--- src/rtl/downsample_pkg.sv ---
// Shared FMCW parameter set for the decimation stage.
// Provides default sample width and default decimation factor.
package downsample_pkg;

    localparam int DS_OW = 14;
    localparam int DS_M  = 20;

endpackage

--- src/rtl/downsample.sv ---
// Decimates the sample stream by M and produces the slow sample clock.
// Ports: clk_i/rst_n_i fast clock and async active-low reset;
//        data_i input sample; clk_o divided clock (registered);
//        data_o held decimated sample; valid_o one-cycle update strobe.
module downsample
    import downsample_pkg::*;
#(
    parameter int OW = DS_OW,
    parameter int M  = DS_M
) (
    input  logic          clk_i,
    input  logic          rst_n_i,
    output logic          clk_o,
    input  logic [OW-1:0] data_i,
    output logic [OW-1:0] data_o,
    output logic          valid_o
);

    localparam int CW = (M > 1) ? $clog2(M) : 1;

    localparam logic [CW-1:0] LAST = CW'(M - 1);
    localparam logic [CW-1:0] HALF = CW'(M / 2);

    if (M < 2) begin : g_bad_m
        $error("downsample: M must be >= 2");
    end

    logic [CW-1:0] cnt_q;
    logic [CW-1:0] cnt_d;
    logic          armed_q;
    logic          armed_d;
    logic          clk_q;
    logic          clk_d;
    logic [OW-1:0] data_q;
    logic [OW-1:0] data_d;
    logic          valid_q;
    logic          valid_d;
    logic          cap;

    always_comb begin
        cnt_d = (cnt_q == LAST) ? '0 : cnt_q + CW'(1);
        // clk_o stays low until the first counter wrap so that the
        // first rising edge opens a full period, never a partial one.
        armed_d = armed_q | (cnt_d == '0);
        clk_d   = armed_d & (cnt_d < HALF);
        cap     = (cnt_d == HALF);
        data_d  = cap ? data_i : data_q;
        valid_d = cap;
    end

    always_ff @(posedge clk_i or negedge rst_n_i) begin
        if (!rst_n_i) begin
            cnt_q   <= '0;
            armed_q <= 1'b0;
            clk_q   <= 1'b0;
            data_q  <= '0;
            valid_q <= 1'b0;
        end else begin
            cnt_q   <= cnt_d;
            armed_q <= armed_d;
            clk_q   <= clk_d;
            data_q  <= data_d;
            valid_q <= valid_d;
        end
    end

    assign clk_o   = clk_q;
    assign data_o  = data_q;
    assign valid_o = valid_q;

endmodule

--- config.mk ---
export PLATFORM = sky130hd
export DESIGN_NAME = downsample
export DESIGN_NICKNAME = d
export VERILOG_FILES = /design/src/rtl/downsample_pkg.sv /design/src/rtl/downsample.sv
export SDC_FILE = /design/constraint.sdc
export NUM_CORES = 1
export LEC_CHECK = 0
export ABC_AREA = 1
export CAP_MARGIN = 15
export CORE_UTILIZATION = 42
export CTS_BUF_LIST = sky130_fd_sc_hd__clkbuf_2
export DETAILED_ROUTE_END_ITERATION = 6
export PLACE_DENSITY = 0.73
export SETUP_SLACK_MARGIN = 0.5
export SKIP_LAST_GASP = 1
export SYNTH_ARGS = -nofsm -noshare
export SYNTH_HDL_FRONTEND = slang
export SYNTH_SLANG_ARGS = --single-unit
--- constraint.sdc ---
create_clock -name clk_i -period 2.9 [get_ports clk_i]
set_input_delay 0.58 -clock clk_i [delete_from_list [all_inputs] [get_ports clk_i]]
set_output_delay 0.58 -clock clk_i [all_outputs]
set_load 0.01 [all_outputs]
==> results.md, run 1 <==
- F_max: 534 MHz
- Multi-input gate area: 385 um2
- Synth Register Bits: 22
- Cell Area, Synth: 1030 um2
- Yosys Warn Count: 0
- CTS root buf: clkbuf_2
- CTS tree: yes
- Hold Path Sink: armed_q
- Worst-Margin Slew: 0.373 ns
- Cts repair resizes: 0
- Sequential cell area fraction in the yosys report: 0.533
- Drt wl/cell: 12.0 um
- Cells after Synth: 108
- Final antenna-violating net count: 0
- Clock tree sinks: 22
- Std-Cell Rows: 17
- Ant. Diodes: 0
- Clk slew on worst S/H paths: 0.18 ns
- Min Tclk post-route: 1.87 ns
- Core outline area: 2280 um2
- VDD IR max: 0.000248 V
- Initial drt markers: 9
- Startpoint type of the worst setup path: flip-flop
- Post-synth top area cell: dfrtp_1
- Tcrit/Tclk final: 0.646
- Worst flop-to-flop path endpoint: data_o[10]
- Top cells by area in the synthesized netlist: dfrtp_1, nand2_1, nand4_1
- Clock Skew: 0.00347 ns
- Commonest cells after routing, fill and taps aside: nand2_1, clkdlybuf4s50_1, dfrtp_1, nand4_1, inv_1
- Vias in the first global route: 803
- Reg area: 551 um2
- Global-route wire length before repair: 3420 um
- Hold path startpoint: armed_q
- TNS Setup: 0 ns
- Final setup violation count: 0
- DR vias: 811
- DRT Pass-1 Iters: 4
- Final hold violations: 0
- RR Startpoint: cnt_q[0]
- Area grow syn2layout: 30.8%
- Status: finished clean
- IO buf count: 31
- Drt drc: 0
- R2r setup slk: 1.03 ns
- Hold_buf cts: 0
- Congestion Overflow GR: 0
- Syn Area/Cell: 9.57 um2
- Layout cells sized above 1: 0.108
- DPL Wire Length: 1500 um
- R2R depth: 8
- Num CTS Buffers: 3
- Routed vias/inst: 4.86
- Final net count: 158
- DIE AREA: 2660 um2
- Slew headroom: 0.751
- Post-CTS Setup Inserts: 0
- Largest net degree at the start of global routing: 23
- Clk buf depth: 2
- Die Span X: 51.6 um
- I/O pins: 32
- Latest clock arrival within the worst-skew pair: 0.31 ns
- CTS HTree Levels: 1
- Cell variety after synth: 20
- Type of the most critical hold path: flip-flop to flip-flop
- Final max-slew violation count: 0
- Crit Path Class: flip-flop to flip-flop
- CP max FO: 18
- Max-cap violation count: 0
- Chip height: 51.6 um
- Critical Path End Type: flip-flop
- Worst EP required: 3.17 ns
- Dpl cells: 164
- Starting density of the core: 0.454
- Layout filler cell count: 206
- Post-Layout Cell Count: 167
- Total GRT Usage: 0.174
- Global placement routability congestion: 0.809
- Antenna violations before repair: 0
- Hold Path Stages: 2
- P_leak: 0.000663 uW
- Arrival @ worst endpoint: 2.14 ns
- Commonest non-fill, non-tap cell in the layout: nand2_1
- Routed wire length: 2000 um
- Power per cell area: 367 nW/um2
- Share of the synthesized area in the top cell type: 0.533
- Syn nets: 125
- Setup repair after global routing missed its margin: false
[cells by family (layout without fill, tap and decap cells)]
kind of cell | Yosys count | in the layout | share of synthesized area
simple gates | 66 | 66 | 0.346
compound gates | 3 | 3 | 0.0145
flops | 22 | 22 | 0.533
buf+inv | 16 | 47 | 0.0944
fa+ha+maj | 1 | 1 | 0.0121
[report_power, final]
part	leakage, uW	internal, uW	switching (uW)
clock	0.0000125	28.2	83.7
sequential	0.000256	317	5.56
combinational	0.000394	40.0	22.3
total	0.000663	385	112
[cell type report]
class	count	area share
Inverter	12	0.0352
Multi-Input combinational cell	70	0.285
Timing Repair Buffer	32	0.235
Sequential cell	22	0.407
Tap cell	28	0.0259
Clock buffer	3	0.0111
[critical path, cell delays in order, from the launching register on]
cell      delay [ns]
dfrtp_1         0.47
ha_1            0.28
nand2_1         0.09
clkinv_1        0.11
nand2_4         0.11
nand3_2         0.32
nand3_4         0.31
nand2_1         0.08
nand2_1         0.06
[registers in the layout, indices dropped and copies added (netlist names)]
register and cells:
cnt_q 5, valid_o 1, armed_q 1, clk_o 1
data_o 14
[cells in the mapped netlist, drive strengths merged]
cell type	number
nand3	5
nand2	40
buf	2
clkbuf	2
a21oi	2
dfrtp	22
o21ai	1
clkinv	2
ha	1
nor2	4
nand4	17
inv	10
[metrics by stage]
stage	instance area (um2)	utilization	power, uW	setup slack (ns)	hold slack [ns]
floorplan	1030	-	341	1.31	0.284
global placement	1340	0.587	391	1.13	0.437
detailed placement	1340	0.587	391	1.05	0.443
CTS	1350	0.594	506	1.02	0.484
global route	1350	0.594	519	0.836	0.521
finish	1350	0.594	497	1.03	0.479
[how the worst max path moves through the flow]
stage	slack, ns	to	depth (start not counted)	from
floorplan	1.31	data_o[12]	10	cnt_q[0]
global placement	1.13	data_o[13]	8	cnt_q[0]
detailed placement	1.05	data_o[8]	8	cnt_q[0]
CTS	1.02	data_o[8]	8	cnt_q[0]
global route	0.84	data_o[2]	8	cnt_q[0]
finish	1.03	data_o[10]	8	cnt_q[0]
[per-layer routing]
layer  wire [um]  global-route usage
met1         913               0.223
met2         955               0.277
met3         109              0.0380
met4          18              0.0811
met5           0                   0
Power figures use the tool's default switching activity.
==> inputs of run 2 (changes only) <==
clock period = 2 ns   (was 2.9 ns; I/O delays follow)
==> results.md, run 2 (synthesis gave the netlist of run 1 again) <==
- Global-route wire length before repair: 4280 um
- Drt drc: 0
- Type of the most critical hold path: primary input to async pin
- DRT Pass-1 Iters: 4
- Worst EP required: 2.23 ns
- Drt wl/cell: 14.2 um
- I/O pins: 32
- Arrival @ worst endpoint: 1.76 ns
- DPL Wire Length: 1570 um
- VDD IR max: 0.000609 V
- Crit Path Class: flip-flop to flip-flop
- Total GRT Usage: 0.222
- Tcrit/Tclk final: 0.767
- Power per cell area: 540 nW/um2
- Min Tclk post-route: 1.53 ns
- Max-cap violation count: 0
- Final max-slew violation count: 0
- Core outline area: 2280 um2
- Final hold violations: 0
- Ant. Diodes: 0
- Layout filler cell count: 175
- Largest net degree at the start of global routing: 23
- P_leak: 0.000814 uW
- Final setup violation count: 0
- Commonest non-fill, non-tap cell in the layout: nand2_1
- DIE AREA: 2660 um2
- Max reg flops: 14
- Chip height: 51.6 um
- Layout cells sized above 1: 0.308
- Clock tree sinks: 22
- TNS Setup: 0 ns
- CTS tree: yes
- Critical Path End Type: flip-flop
- Num CTS Buffers: 3
- Latest clock arrival within the worst-skew pair: 0.33 ns
- IO buf count: 31
- Die Span X: 51.6 um
- Commonest cells after routing, fill and taps aside: nand2_1, dfrtp_1, nand4_1, buf_4, clkdlybuf4s50_1
- Post-DP Area: 1370 um2
- CP max FO: 6
- F_max: 652 MHz
- DR vias: 959
- Initial drt markers: 22
- Clock Skew: 0.0210 ns
- Clk slew on worst S/H paths: 0.22 ns
- R2r setup slk: 0.47 ns
- Setup ws final: 0.465 ns
- CTS root buf: clkbuf_2
- Worst-Margin Slew: 0.270 ns
- Clk buf depth: 2
- Status: finished clean
- Post-placement setup slack: 0.275 ns
- Area grow syn2layout: 54.1%
- Worst-case hold slack: 0.374 ns
- Final antenna-violating net count: 0
- CTS HTree Levels: 1
- Final net count: 177
- Global placement routability congestion: 0.742
- Antenna violations before repair: 0
- Slew headroom: 0.820
- Std-Cell Rows: 17
- Hold_buf cts: 0
- Vias in the first global route: 926
- Routed wire length: 2650 um
- Congestion Overflow GR: 0
- Startpoint type of the worst setup path: flip-flop
- Starting density of the core: 0.454
- Final Total Pwr: 861 uW
- Final instance area: 1590 um2
- Routed vias/inst: 5.13
- Setup repair after global routing missed its margin: true
-- run 2: cell count changes in the layout (fill, tap and decap cells not counted), moves of 2 or more --
cell,delta
buf_4,+16
clkdlybuf4s50_1,-16
dlygate4sd2_1,+13
nand2_1,-6
nand2_2,+5
clkdlybuf4s15_1,+3
dfrtp_1,-3
dfrtp_2,+3
nor2_4,+3
clkinv_1,-2
inv_4,+2
nor2_2,-2
-- run 2: layer usage --
metal	vias to the layer above	global-route usage	routed length (um)
met5	-	0	0
met4	0	0.0270	34
met3	6	0.0585	148
met2	36	0.405	1370
met1	457	0.268	1090
li1	460	-	-
-- run 2: area by class of cell --
type	instances	area, um2	share of cell area
clock buffer	3	15.0	0.00943
clock inverter	1	30.0	0.0189
inverter	12	53.8	0.0338
multi-input combinational	71	467	0.293
sequential	22	554	0.348
tap	28	35.0	0.0220
timing repair buffer	50	438	0.275
-- run 2: timing repair --
action,in CTS,in global routing
endpoints found under the setup margin,32,18
buffers inserted,13,2
pin swaps,5,8
gates cloned,2,0
resized for setup,24,15
-- run 2: path summary, 6_finish.rpt --
path | depth (start not counted) | startpoint | to
setup reg to reg | 10 | cnt_q[1] | data_o[11]
min in group clk_i | 2 | armed_q | armed_q
hold reg to reg | 2 | armed_q | armed_q
hold / removal | 2 | rst_n_i | cnt_q[3]
max in group asynchronous | 2 | rst_n_i | cnt_q[0]
setup / recovery | 10 | cnt_q[1] | data_o[11]
-- run 2: per-stage QoR --
step	util	instances
detailed placement	0.601	166
floorplan	-	108
global route	0.700	187
CTS	0.672	185
finish	0.700	187
global placement	0.601	166
-- run 2: worst max-delay path, stage by stage (launching register included) --
cell and delay, ns:
dfrtp_2 0.47, ha_4 0.20, nand2_2 0.08, clkinv_2 0.06
nor2_4 0.13, nand2_4 0.07, inv_4 0.08, nor2_8 0.06
buf_4 0.14, nand4_1 0.10, nand2_2 0.07
-- run 2: report_power, final --
part / leakage, uW / switching (uW) / internal, uW
Sequential: 0.000253 / 7.44 / 460
Clock: 0.0000266 / 132 / 173
Combinational: 0.000535 / 35.6 / 53.7
